### src/rtl/wb_arbiter_pkg.sv
// Shared widths and writeback request record for the writeback arbiter.
package wb_arbiter_pkg;

   localparam int WORD_SIZE_DEF       = 32;
   localparam int INSTR_TYPE_SZ_DEF   = 2;
   localparam int ROB_ENTRY_WIDTH_DEF = 3;
   localparam int NUM_REQ_DEF         = 3;

   typedef struct packed {
      logic [INSTR_TYPE_SZ_DEF-1:0]   instr_type;
      logic [WORD_SIZE_DEF-1:0]       pc;
      logic [WORD_SIZE_DEF-1:0]       result;
      logic [ROB_ENTRY_WIDTH_DEF-1:0] rob_id;
   } wb_req_t;

endpackage

### src/rtl/wb_arbiter_rr_picker.sv
// Combinational requester picker: first valid requester at or after ptr, wrapping.
// With ptr tied to zero this degenerates to fixed lowest-index priority.
module rr_picker #(
   parameter int NUM_REQ = 3
) (
   input  logic [NUM_REQ-1:0] valid,
   input  logic [1:0]         ptr,
   output logic [NUM_REQ-1:0] grant,
   output logic [1:0]         idx,
   output logic               any
);

   always_comb begin
      logic [3:0] valid_pad;
      logic [3:0] grant_pad;
      logic [1:0] pos;
      int         pos_i;
      valid_pad = '0;
      grant_pad = '0;
      pos       = 2'd0;
      pos_i     = 0;
      idx       = 2'd0;
      any       = 1'b0;
      valid_pad[NUM_REQ-1:0] = valid;
      for (int k = 0; k < NUM_REQ; k++) begin
         pos_i = int'(ptr) + k;
         if (pos_i >= NUM_REQ) pos_i = pos_i - NUM_REQ;
         pos = 2'(pos_i);
         if (!any && valid_pad[pos]) begin
            grant_pad[pos] = 1'b1;
            idx            = pos;
            any            = 1'b1;
         end
      end
      grant = grant_pad[NUM_REQ-1:0];
   end

endmodule

### src/rtl/wb_arbiter.sv
// Writeback arbiter: picks one of NUM_REQ result producers into a registered output stage.
// Define WB_ARB_ROUND_ROBIN_EN for round-robin arbitration; default is fixed priority (0 wins).
module wb_arbiter
   import wb_arbiter_pkg::*;
#(
   parameter int WORD_SIZE       = WORD_SIZE_DEF,
   parameter int INSTR_TYPE_SZ   = INSTR_TYPE_SZ_DEF,
   parameter int ROB_ENTRY_WIDTH = ROB_ENTRY_WIDTH_DEF,
   parameter int NUM_REQ         = NUM_REQ_DEF
) (
   input  logic                               clk,
   input  logic                               reset,
   input  logic                               flush,
   input  logic [NUM_REQ-1:0]                 req_valid,
   output logic [NUM_REQ-1:0]                 req_ready,
   input  logic [NUM_REQ*INSTR_TYPE_SZ-1:0]   req_instr_type,
   input  logic [NUM_REQ*WORD_SIZE-1:0]       req_pc,
   input  logic [NUM_REQ*WORD_SIZE-1:0]       req_result,
   input  logic [NUM_REQ*ROB_ENTRY_WIDTH-1:0] req_rob_id,
   input  logic                               wb_ready,
   output logic                               wb_valid,
   output logic [INSTR_TYPE_SZ-1:0]           wb_instr_type,
   output logic [WORD_SIZE-1:0]               wb_pc,
   output logic [WORD_SIZE-1:0]               wb_result,
   output logic [ROB_ENTRY_WIDTH-1:0]         wb_rob_id,
   output logic [1:0]                         wb_grant_id
);

   // Handshake: a transfer happens on a posedge where valid and ready are both high.
   // Upstream req_ready is combinational and one-hot; downstream wb_valid is registered
   // and holds with all fields stable until wb_ready is seen.
   logic                       out_free;
   logic                       grant_en;
   logic [NUM_REQ-1:0]         pick_grant;
   logic [1:0]                 pick_idx;
   logic                       pick_any;
   logic [1:0]                 pick_ptr;
   logic [INSTR_TYPE_SZ-1:0]   sel_instr_type;
   logic [WORD_SIZE-1:0]       sel_pc;
   logic [WORD_SIZE-1:0]       sel_result;
   logic [ROB_ENTRY_WIDTH-1:0] sel_rob_id;

   assign out_free  = ~wb_valid | wb_ready;
   assign grant_en  = reset & out_free & ~flush & pick_any;
   assign req_ready = grant_en ? pick_grant : '0;

`ifdef WB_ARB_ROUND_ROBIN_EN
   logic [1:0] rr_ptr;

   always_ff @(posedge clk or negedge reset) begin
      if (!reset) begin
         rr_ptr <= 2'd0;
      end else if (grant_en) begin
         rr_ptr <= (pick_idx == 2'(NUM_REQ - 1)) ? 2'd0 : pick_idx + 2'd1;
      end
   end

   assign pick_ptr = rr_ptr;
`else
   assign pick_ptr = 2'd0;
`endif

   rr_picker #(
      .NUM_REQ (NUM_REQ)
   ) u_picker (
      .valid (req_valid),
      .ptr   (pick_ptr),
      .grant (pick_grant),
      .idx   (pick_idx),
      .any   (pick_any)
   );

   // One-hot mux of the granted requester's packed fields.
   always_comb begin
      sel_instr_type = '0;
      sel_pc         = '0;
      sel_result     = '0;
      sel_rob_id     = '0;
      for (int k = 0; k < NUM_REQ; k++) begin
         if (pick_grant[k]) begin
            sel_instr_type = req_instr_type[k*INSTR_TYPE_SZ +: INSTR_TYPE_SZ];
            sel_pc         = req_pc[k*WORD_SIZE +: WORD_SIZE];
            sel_result     = req_result[k*WORD_SIZE +: WORD_SIZE];
            sel_rob_id     = req_rob_id[k*ROB_ENTRY_WIDTH +: ROB_ENTRY_WIDTH];
         end
      end
   end

   always_ff @(posedge clk or negedge reset) begin
      if (!reset) begin
         wb_valid      <= 1'b0;
         wb_instr_type <= '0;
         wb_pc         <= '0;
         wb_result     <= '0;
         wb_rob_id     <= '0;
         wb_grant_id   <= 2'd0;
      end else if (flush) begin
         wb_valid <= 1'b0;
      end else if (out_free) begin
         if (pick_any) begin
            wb_valid      <= 1'b1;
            wb_instr_type <= sel_instr_type;
            wb_pc         <= sel_pc;
            wb_result     <= sel_result;
            wb_rob_id     <= sel_rob_id;
            wb_grant_id   <= pick_idx;
         end else begin
            wb_valid <= 1'b0;
         end
      end
   end

endmodule

### config.mk
export PLATFORM = sky130hd
export DESIGN_NAME = wb_arbiter
export DESIGN_NICKNAME = d
export VERILOG_FILES = /design/src/rtl/wb_arbiter_pkg.sv /design/src/rtl/wb_arbiter_rr_picker.sv /design/src/rtl/wb_arbiter.sv
export SDC_FILE = /design/constraint.sdc
export NUM_CORES = 1
export LEC_CHECK = 0
export CAP_MARGIN = 20
export CELL_PAD_IN_SITES_DETAIL_PLACEMENT = 1
export CELL_PAD_IN_SITES_GLOBAL_PLACEMENT = 2
export CORE_UTILIZATION = 22
export DETAILED_ROUTE_END_ITERATION = 10
export PLACE_DENSITY_LB_ADDON = 0.1
export SETUP_SLACK_MARGIN = 0.02
export SKIP_LAST_GASP = 1
export SYNTH_ARGS = -nofsm -noshare
export SYNTH_HDL_FRONTEND = slang
export SYNTH_HIERARCHICAL = 1
export SYNTH_SLANG_ARGS = --single-unit
### constraint.sdc
create_clock -name clk -period 3.45 [get_ports clk]
set_input_delay 1.035 -clock clk [delete_from_list [all_inputs] [get_ports clk]]
set_output_delay 1.035 -clock clk [all_outputs]
set_load 0.005 [all_outputs]
=== After elaboration in Yosys (flattened, before gate mapping) ===
Cells that the tools add are included.

* Flip-flop bits (word level): 72
* Output and inout bits: 75
* Word-level logic and storage cells: 42
* Bits of input ports: 214

* Mux-type cells: 24
* Reduce and logical (&&, ||, !) cells: 6
* Bitwise logic cells: 6

{| class="wikitable"
|+ Operator list
! kind !! count
|-
| $mux 32 || 6
|-
| $mux 3 || 5
|-
| $mux 2 || 5
|-
| $mux 1 || 8
|-
| $and 1x1->1 || 3
|-
| $reduce_and 3->1 || 1
|-
| $logic_and 1x1->1 || 2
|-
| $logic_not 1->1 || 2
|-
| $not 1->1 || 2
|-
| $reduce_bool 2->1 || 1
|-
| $or 1x1->1 || 1
|}

=== Depth between registers and ports, before layout ===
Gate-level depths: netlist (run 1).

* Depth after elaboration: 10
* Depth in mapped cells: 12
* Depth with buffers taken out: 9

=== Hierarchy ===
Netlist (run 1), hierarchy kept.

{| class="wikitable"
|+ By module, submodules not included
! module !! area each (um^2) !! instances !! sequential area each (um^2) !! cells an instance
|-
| wb_arbiter || 4,817.1 || 1 || 1,801.7 || 473
|-
| rr_picker || 347.8 || 1 || 0.0 || 53
|}

=== Least setup slack after synthesis (run 1) ===
Ideal clock, no wire load.

* Path type: in2out
* From: input req_valid[0]
* To: output req_ready[2]
* Path slack: 0.195 ns
* Stages: 6
* Data arrival time: 2.220 ns
* Data required time: 2.415 ns
* Buffers on the path: 2
* Cell sequence: mux2i_2 > or2_4 > a21boi_1 > clkbuf_1 > buf_2 > and3_1

* Elaborated cells on any way between the ends: 10
* Those cells by class: 5 x mux; 1 x bitwise; 4 x reduce/logical

{| class="wikitable"
|+ RTL lines
! item !! RTL line !! text
|-
| from (decl) || wb_arbiter.sv:14 || <nowiki>input logic [NUM_REQ-1:0] req_valid,</nowiki>
|-
| $mux 1 * || wb_arbiter_rr_picker.sv:29 || <nowiki>if (!any && valid_pad[pos]) begin</nowiki>
|-
| $logic_not 1->1 || wb_arbiter_rr_picker.sv:29 ||
|-
| $logic_and 1x1->1 || wb_arbiter_rr_picker.sv:29 ||
|-
| $mux 1 * || wb_arbiter_rr_picker.sv:29 ||
|-
| $logic_not 1->1 * || wb_arbiter_rr_picker.sv:29 ||
|-
| $logic_and 1x1->1 * || wb_arbiter_rr_picker.sv:29 ||
|-
| $mux 3 * || wb_arbiter_rr_picker.sv:29 ||
|-
| via pick_grant[2] || wb_arbiter.sv:34 || <nowiki>logic [NUM_REQ-1:0] pick_grant;</nowiki>
|-
| $mux 3 * || wb_arbiter.sv:45 || <nowiki>assign req_ready = grant_en ? pick_grant : '0;</nowiki>
|-
| to (decl) || wb_arbiter.sv:15 || <nowiki>output logic [NUM_REQ-1:0] req_ready,</nowiki>
|}

Mark *: on every way through the listed nets, which the timed path passes. The rest lies on a longest branch.

=== Worst setup path in the final report (run 1) ===
* From: input req_valid[0]
* To: output req_ready[0]

* Elaborated cells on any way between the ends: 12
* Those cells by class: 7 x mux; 1 x bitwise; 4 x reduce/logical

{| class="wikitable"
|+ RTL lines
! item !! RTL line
|-
| $mux 1 || wb_arbiter_rr_picker.sv:29
|-
| $mux 2 || wb_arbiter_rr_picker.sv:29
|-
| $mux 3 || wb_arbiter_rr_picker.sv:29
|-
| via pick_grant[0] || wb_arbiter.sv:34
|-
| $mux 3 || wb_arbiter.sv:45
|}

The timed path passes the listed nets, and every way through them passes these cells.

==> run metrics, run 1 <==
Die Wd=155.2 um; vias in the first global route=5490; reg2reg end=wb_pc[17]; root buffer cell=clkbuf_16; post-synthesis compound-gate area fraction=15.96%; fill count=2586; Rows=55; fmax=0.2981 GHz; worst slack, placed=-0.7228 ns; final hold vios=0; share of the yosys chip area belonging to registers=34.88%; Worst-Skew Late Latency=0.34 ns; CP endpoint kind=output port; average routed wire per standard cell=18.56 um; initial drt markers=255; Worst R2R Path Depth=5; post-synthesis cell count=526; CTS tree=built; Worst Hold End=wb_pc[12]; Post-DP HPWL=14950 um; hold slack=0.5029 ns; Core Box Area=22850 um^2; vias=5071; run status=finished, final reports clean; largest family of logic cells by synthesized area=simple AND/OR/NAND/NOR gates; initial antenna violation count=1; top cell type's share of synthesized area=34.88%; Pre-antenna DRT Iters=4; number of synthesized flops with an enable pin=0; vias per cell=4.536; Synth warnings=6; Synth Register Bits=72; max-slew violations=0; CTS buffer count=9; top-count cell post-synth=a21oi_1; Worst Max-Slew Pin Slew=0.8685 ns; Peak supply drop=0.1965 mV; clock slew seen by the registers of the worst setup and hold paths=0.06 ns; Synth area leaders=dfrtp_1 35%, mux2_4 17%, a21oi_1 14%, nand3b_1 10%, nor2b_1 8.5%; hold depth=1; Mapped Area=5165 um^2; unrepaired setup endpoints after global routing=no; die area=24090 um^2; Final min period=3.354 ns; clock tree buffer depth=2; asr flop ratio synth=100.0%; Main synth FF type=dfrtp_1; Cell Count, Final, Fillers Out=1118; reg-to-reg critical path startpoint=wb_valid; Initial Util=22.61%; Crit Path Class=input port to output port; Synth top cells by count=143 x a21oi_1, 72 x dfrtp_1, 70 x nor2b_1, 69 x nand3b_1, 57 x mux2_4; htree depth=3; CP startpoint kind=input port; largest net degree at the start of global routing=114; area of the multi-input gates=3113 um^2; critical path required time=2.41 ns; Synth-to-Final Area Change=67.85%; MaxCap Viol Count=0; xor and xnor fraction of the mapped netlist area=0%; hold crit path type=register to register; global router's overall resource usage=17.08%; Yosys top cell by area=dfrtp_1; adder-cell share of the synthesized area=0.9690%; die height=155.2 um; worst-path maximum fanout=3; R2R setup slack=1.09 ns; dpl cells=1100; PD cells=480.6 nW/um^2; IO buf count=288; min-delay src=wb_pc[12]; Residual DRC=0; layout net count=1017; register area=1802 um^2; simple-gate share of the synthesized area=21.61%; I/O pins=289; layout cell share with drive strength beyond 1=15.05%; Avg Inst Size Synth=9.819 um^2; final worst setup slack=0.09579 ns; arrival time at the worst endpoint=2.32 ns; Slew headroom=42.10%; # clock sinks=72; Leakage=3.419 nW; Netlist cell types=39; gpl congestion=0.8206; skew final=0.007060 ns; period utilisation layout=97.22%; WL final=20750 um; post-route ant nets=0; first-pass GRT wire length=31310 um; GRT overflow=0; multiplexer share of the synthesized area=19.89%; Final setup viols=0
## cell families (layout without fill, tap and decap cells)
family	count (synthesis)	after routing
AND/OR/NAND/NOR	168	168
other	1	7
buffers and inverters	53	326
flip-flops	72	72
multiplexers	72	72
AO/OA/AOI/OAI	156	156
adder cells (fa/ha/maj)	4	4
## flip-flops by register name (all words and copies together), names as in the netlist
name	flops
wb_grant_id	2
wb_result	32
wb_instr_type	2
wb_valid	1
wb_rob_id	3
wb_pc	32
## timing repair
item | CTS | global route
gates resized for setup | 24 | 0
endpoints found under the hold margin | 0 | 0
setup endpoints to repair | 32 | 0
hold buffers | 0 | 0
buffers inserted | 1 | 0
## layer usage
layer | track usage (%) | vias to the layer above | share of wire (%)
li1 | - | 2407 | -
met1 | 19.88 | 2465 | 41
met2 | 29.77 | 170 | 49
met3 | 4.708 | 29 | 7.1
met4 | 6.443 | 0 | 2.5
met5 | 0 | - | 0
## power by group
part | internal, W | total, W | switching [W]
Combinational | 0.00121 | 0.00189 | 0.000677
Sequential | 0.00111 | 0.00127 | 0.000153
Clock | 0.000631 | 0.00101 | 0.000377
## layout by cell type (no fill, tap or decap), types with 2 or more instances in the layout
master,Yosys,routed
clkdlybuf4s50_1,0,281
a21oi_1,143,142
dfrtp_1,72,72
nand3b_1,69,69
nor2b_1,70,69
mux2_4,57,57
buf_4,0,19
mux2_2,14,14
nand2_1,10,10
clkbuf_16,0,9
conb_1,1,6
nor2_1,5,5
inv_1,4,4
ha_1,4,4
and3_1,3,3
clkinv_2,0,3
dlygate4sd2_1,0,3
nand2b_1,3,3
nor2b_4,1,2
bufinv_16,0,2
buf_12,5,2
a21oi_4,0,2
nand3_1,2,2
## worst max-delay path, stage by stage
cell           delay, ns
dlygate4sd2_1       0.26
mux2i_2             0.21
o22a_4              0.18
buf_4               0.11
o211ai_2            0.09
o2bb2ai_4           0.14
and3_1              0.14
buf_4               0.14
## metrics by stage
stage / power (W) / util, % / cell area, um^2 / TNS [ns]
6_report: 0.004167 / 37.95 / 8670 / 0
5_1_grt: 0.004419 / 37.94 / 8667 / 0
4_1_cts: 0.004239 / 37.94 / 8667 / 0
3_5_place_dp: 0.003178 / 36.46 / 8329 / -27.90
3_3_place_gp: 0.003157 / 36.46 / 8329 / -24.67
2_1_floorplan: 0.002124 / - / 5184 / 0
## how the worst max path moves through the flow
| stage | startpoint | to | slack [ns] | cells past startpoint |
|---|---|---|---|---|
| 3_3_place_gp | req_valid[2] | req_ready[2] | -0.72 | 7 |
| 2_1_floorplan | req_valid[0] | req_ready[2] | 0.20 | 6 |
| 6_report | req_valid[0] | req_ready[0] | 0.1 | 8 |
| 4_1_cts | req_valid[0] | req_ready[0] | 0.08 | 8 |
| 5_1_grt | req_valid[0] | req_ready[1] | 0.03 | 8 |
| 3_5_place_dp | req_valid[2] | req_ready[2] | -0.72 | 7 |
## layout make-up
type / count / area share [%]
clock buffers: 10 / 2.641
clock inverters: 6 / 0.9670
flip-flops and latches: 72 / 20.78
inverters: 4 / 0.1732
well taps: 313 / 4.517
repair buffers: 306 / 34.98
diodes: 1 / 0.02886
multi-input cells: 406 / 35.91
Power figures use the tool's default switching activity.
==> inputs of run 2 (changes only) <==
--- a/config.mk
+++ b/config.mk
@@ -10,6 +10,7 @@
 export CELL_PAD_IN_SITES_GLOBAL_PLACEMENT = 2
 export CORE_UTILIZATION = 22
 export DETAILED_ROUTE_END_ITERATION = 10
+export HOLD_SLACK_MARGIN = 0.12
 export PLACE_DENSITY_LB_ADDON = 0.1
 export SETUP_SLACK_MARGIN = 0.02
 export SKIP_LAST_GASP = 1
==> constraint.sdc (replaced) <==
create_clock -name clk -period 3.2 [get_ports clk]
set_input_delay 0.96 -clock clk [delete_from_list [all_inputs] [get_ports clk]]
set_output_delay 0.96 -clock clk [all_outputs]
set_load 0.005 [all_outputs]
==> run metrics, run 2 (synthesized netlist as in run 1, its figures left out) <==
DP Area=8317 um^2; Final min period=3.106 ns; Initial Util=22.61%; Cell Count, Final, Fillers Out=1124; Slew headroom=42.24%; post-route ant nets=0; skew final=0.005882 ns; CTS tree=built; biggest regs=wb_pc x32, wb_result x32, wb_rob_id x3; die area=24090 um^2; Residual DRC=0; run status=finished, final reports clean; unrepaired setup endpoints after global routing=no; CTS buffer count=9; global router's overall resource usage=17.28%; CP Cell Sequence=buf_2 -> mux2i_4 -> o22a_4 -> o21ai_2 -> nor3b_4 -> buf_6 -> and3_4 -> buf_2; WL final=20940 um; die height=155.2 um; hold crit path type=input port to async pin; GRT overflow=0; fmax=0.3219 GHz; layout cell share with drive strength beyond 1=16.79%; final hold vios=0; most common cell after layout, fill and taps aside=clkdlybuf4s50_1; Die Wd=155.2 um; Finished Cell Area=8767 um^2; htree depth=3; max incr delay on CP=0.25 ns; Worst Max-Slew Pin Slew=0.8664 ns; vias per cell=4.539; Leakage=3.469 nW; Crit Path Class=input port to output port; average routed wire per standard cell=18.63 um; arrival time at the worst endpoint=2.15 ns; first-pass GRT wire length=31670 um; CP top delay family=simple AND/OR/NAND/NOR gates; CP endpoint kind=output port; Post-DP HPWL=14880 um; Final setup viols=0; max-slew violations=0; PD cells=526.8 nW/um^2; Pre-antenna DRT Iters=4; Bufs and invs on worst path=3; initial drt markers=214; CP max-delay cell=o22a_4; root buffer cell=clkbuf_16; layout net count=1024; CP startpoint kind=input port; critical path required time=2.24 ns; Synth-to-Final Area Change=69.74%; IO buf count=288; I/O pins=289; period utilisation layout=97.08%; largest net degree at the start of global routing=75; # clock sinks=72; clock tree buffer depth=2; MaxCap Viol Count=0; clock slew seen by the registers of the worst setup and hold paths=0.06 ns; Core Box Area=22850 um^2; fill count=2571; gpl congestion=0.8023; vias=5102; Rows=55; worst-path maximum fanout=3; hold slack=0.4137 ns; initial antenna violation count=2; crit-path most repeated cell=buf_2; Worst-Skew Late Latency=0.34 ns; dpl cells=1100; commonest non-fill, non-tap cells in the layout=280 x clkdlybuf4s50_1, 142 x a21oi_1, 72 x dfrtp_1; vias in the first global route=5491; Peak supply drop=0.2349 mV
-- run 2: cell types whose count changed in the layout (fill, tap and decap cells not counted), moves of 2 or more --
cell / before / now
buf_2: 0 / 6
clkinv_2: 3 / 1
and3_1: 3 / 1
and3_4: 0 / 2
dlygate4sd2_1: 3 / 1
buf_4: 19 / 22
-- run 2: final cells by class --
type,instances,area (um^2),area share [%]
Inverter,4,15.01,0.1713
Multi-Input combinational cell,406,3137,35.78
Sequential cell,72,1802,20.55
Tap cell,313,391.6,4.467
Clock buffer,10,239.0,2.726
Timing Repair Buffer,313,3077,35.09
Clock inverter,5,103.9,1.185
Antenna cell,1,2.502,0.02854
-- run 2: path summary, 6_finish.rpt --
kind                              start             to  slack, ns  cells after the start
max                        req_valid[0]   req_ready[2]       0.09                      8
min                               reset       wb_pc[4]       0.41                      1
max reg2reg                    wb_valid      wb_pc[12]       0.94                      7
min reg2reg                    wb_pc[9]       wb_pc[9]       0.51                      1
max in group asynchronous         reset  wb_result[30]       1.97                      3
min in group clk               wb_pc[9]       wb_pc[9]       0.51                      1
-- run 2: per-stage QoR --
stage,power (W),util (%),setup WS [ns],TNS [ns]
floorplan,0.002289,-,0.09518,0
global placement,0.003391,36.40,-0.8126,-34.24
detailed placement,0.003415,36.40,-0.8320,-36.29
CTS,0.004690,38.20,0.04733,0
global route,0.004910,38.36,0.05156,0
finish,0.004619,38.37,0.09357,0
-- run 2: repair_timing --
action	4_1_cts	5_1_grt
endpoints found under the setup margin	69	10
resized for setup	35	3
pin swaps	7	2
cloned	0	0
endpoints found under the hold margin	0	0
hold buffers	0	0
buffers inserted	5	2
-- run 2: report_power, final --
group          leakage, nW  switching [W]  internal [W]
Sequential           0.896       0.000160       0.00120
Clock                0.169       0.000425      0.000781
Combinational         2.40       0.000733       0.00132
Total                 3.47        0.00132       0.00330
-- run 2: layer usage --
metal	track usage, %	part of all wire (%)
met3	5.515	7.3
met5	0	0.062
met4	5.415	2.0
met2	30.63	50
met1	19.66	40
-- run 2: worst reg2reg max path: stages (launching register included) --
cell	delay, ns
dfrtp_1	0.39
nor2b_4	0.14
nor3b_4	0.24
buf_6	0.15
buf_4	0.10
buf_4	0.24
buf_12	0.44
mux2_2	0.43
==> inputs of run 3 (changes only) <==
--- a/config.mk
+++ b/config.mk
@@ -8,12 +8,14 @@
 export CAP_MARGIN = 20
 export CELL_PAD_IN_SITES_DETAIL_PLACEMENT = 1
 export CELL_PAD_IN_SITES_GLOBAL_PLACEMENT = 2
+export CORE_ASPECT_RATIO = 1.5
 export CORE_UTILIZATION = 22
 export DETAILED_ROUTE_END_ITERATION = 10
 export HOLD_SLACK_MARGIN = 0.12
 export PLACE_DENSITY_LB_ADDON = 0.1
 export SETUP_SLACK_MARGIN = 0.02
 export SKIP_LAST_GASP = 1
+export SLEW_MARGIN = 20
 export SYNTH_ARGS = -nofsm -noshare
 export SYNTH_HDL_FRONTEND = slang
 export SYNTH_HIERARCHICAL = 1
==> run metrics, run 3 (synthesized netlist as in run 1, its figures left out) <==
run status=finished, final reports clean; gpl congestion=0.8201; hold depth=1; worst-path maximum fanout=3; min-delay src=wb_pc[10]; biggest regs=wb_pc x32, wb_result x32, wb_rob_id x3; period utilisation layout=95.32%; clock tree buffer depth=2; unrepaired setup endpoints after global routing=no; Peak supply drop=0.2263 mV; skew final=0.003996 ns; Slew headroom=42.04%; hold crit path type=register to register; fill count=2613; initial drt markers=112; Initial Util=22.40%; Worst-Skew Late Latency=0.33 ns; Worst R2R Path Depth=5; Final min period=3.050 ns; CTS tree=built; die area=24110 um^2; Leakage=3.409 nW; max-slew violations=0; most common cell after layout, fill and taps aside=clkdlybuf4s50_1; average routed wire per standard cell=18.56 um; dpl cells=1105; PD cells=511.4 nW/um^2; die height=189.7 um; total negative setup slack=0 ns; arrival time at the worst endpoint=2.09 ns; reg2reg end=wb_pc[17]; Pre-antenna DRT Iters=4; Die Wd=127.1 um; MaxCap Viol Count=0; reg-to-reg critical path startpoint=wb_valid; critical path required time=2.24 ns; setup repair bufs after CTS=0; final hold vios=0; area of the multi-input gates=3126 um^2; WL final=20850 um; Core Box Area=23060 um^2; GRT overflow=0; root buffer cell=clkbuf_16; initial antenna violation count=2; global router's overall resource usage=17.07%; commonest non-fill, non-tap cells in the layout=281 x clkdlybuf4s50_1, 142 x a21oi_1, 72 x dfrtp_1; CP endpoint kind=output port; Rows=68; layout net count=1019; R2R setup slack=1.01 ns; largest net degree at the start of global routing=71; Cell Count, Final, Fillers Out=1123; Final setup viols=0; CTS buffer count=9; htree depth=3; I/O pins=289; Residual DRC=0; vias per cell=4.549; IO buf count=288; Post-DP HPWL=15450 um; Worst Max-Slew Pin Slew=0.8694 ns; register area=1802 um^2; # clock sinks=72; Crit Path Class=input port to output port; Synth-to-Final Area Change=67.64%; vias=5108; layout cell share with drive strength beyond 1=15.63%; vias in the first global route=5661; clock slew seen by the registers of the worst setup and hold paths=0.06 ns; first-pass GRT wire length=31620 um; post-route ant nets=0; fmax=0.3278 GHz; CP startpoint kind=input port; Worst Hold End=wb_pc[10]
==> run 3: cell count changes in the layout (fill, tap and decap cells not counted), sizes merged <==
cell / previous run / this run
buf: 32 / 25
bufinv: 3 / 1
clkbuf: 10 / 15
clkdlybuf4s50: 280 / 281
clkinv: 1 / 2
diode: 1 / 2
dlygate4sd2: 1 / 0
inv: 5 / 4
==> run 3: critical path, stage by stage <==
cell	delay (ns)
buf_2	0.12
mux2i_2	0.21
o22a_4	0.20
buf_6	0.11
o211ai_4	0.07
o2bb2ai_4	0.12
and3_4	0.18
buf_6	0.12
==> run 3: per-stage QoR <==
step | total power, W | setup WS [ns] | area (um^2) | utilization (%) | hold slack (ns)
after global placement | 0.003375 | -0.8840 | 8329 | 36.12 | 0.4903
after floorplan | 0.002289 | 0.09518 | 5184 | - | 0.5054
after global routing | 0.004691 | 0.1058 | 8658 | 37.55 | 0.5243
final | 0.004428 | 0.1498 | 8658 | 37.55 | 0.5067
after detailed placement | 0.003421 | -0.8487 | 8329 | 36.12 | 0.4924
after CTS | 0.004506 | 0.02180 | 8633 | 37.44 | 0.5094
==> run 3: cell type report <==
| cell class | count | area share, % |
|---|---|---|
| multi-input cells | 406 | 36.10 |
| repair buffers | 308 | 34.84 |
| flip-flops and latches | 72 | 20.81 |
| well taps | 315 | 4.552 |
| clock buffers | 13 | 3.006 |
| clock inverters | 3 | 0.4624 |
| inverters | 4 | 0.1734 |
| diodes | 2 | 0.05780 |
==> run 3: worst max-delay path by stage <==
stage,end,startpoint,cells after the start,slack [ns]
after global placement,req_ready[0],req_valid[2],7,-0.88
after CTS,req_ready[2],req_valid[0],7,0.02
after detailed placement,req_ready[0],req_valid[2],7,-0.85
after global routing,req_ready[0],req_valid[0],7,0.11
after floorplan,req_ready[2],req_valid[0],6,0.1
final,req_ready[0],req_valid[0],8,0.15
==> run 3: repair_timing <==
item | CTS | global route
setup endpoints to repair | 58 | 3
gates resized for setup | 24 | 11
pin swaps | 1 | 3
hold buffers | 0 | 0
==> run 3: power breakdown <==
part	internal (W)	switching [W]	leakage, nW
logic	0.00131	0.000715	2.36
clock network	0.000644	0.000389	0.150
registers	0.00120	0.000172	0.896
total	0.00315	0.00128	3.41
==> run 3: layer usage <==
metal	GRT usage [%]	up-vias	wire length, um
met5	0	-	0
met4	6.548	0	579
met3	4.359	24	1307
met2	32.29	183	11090
met1	17.83	2500	7870
li1	-	2401	-
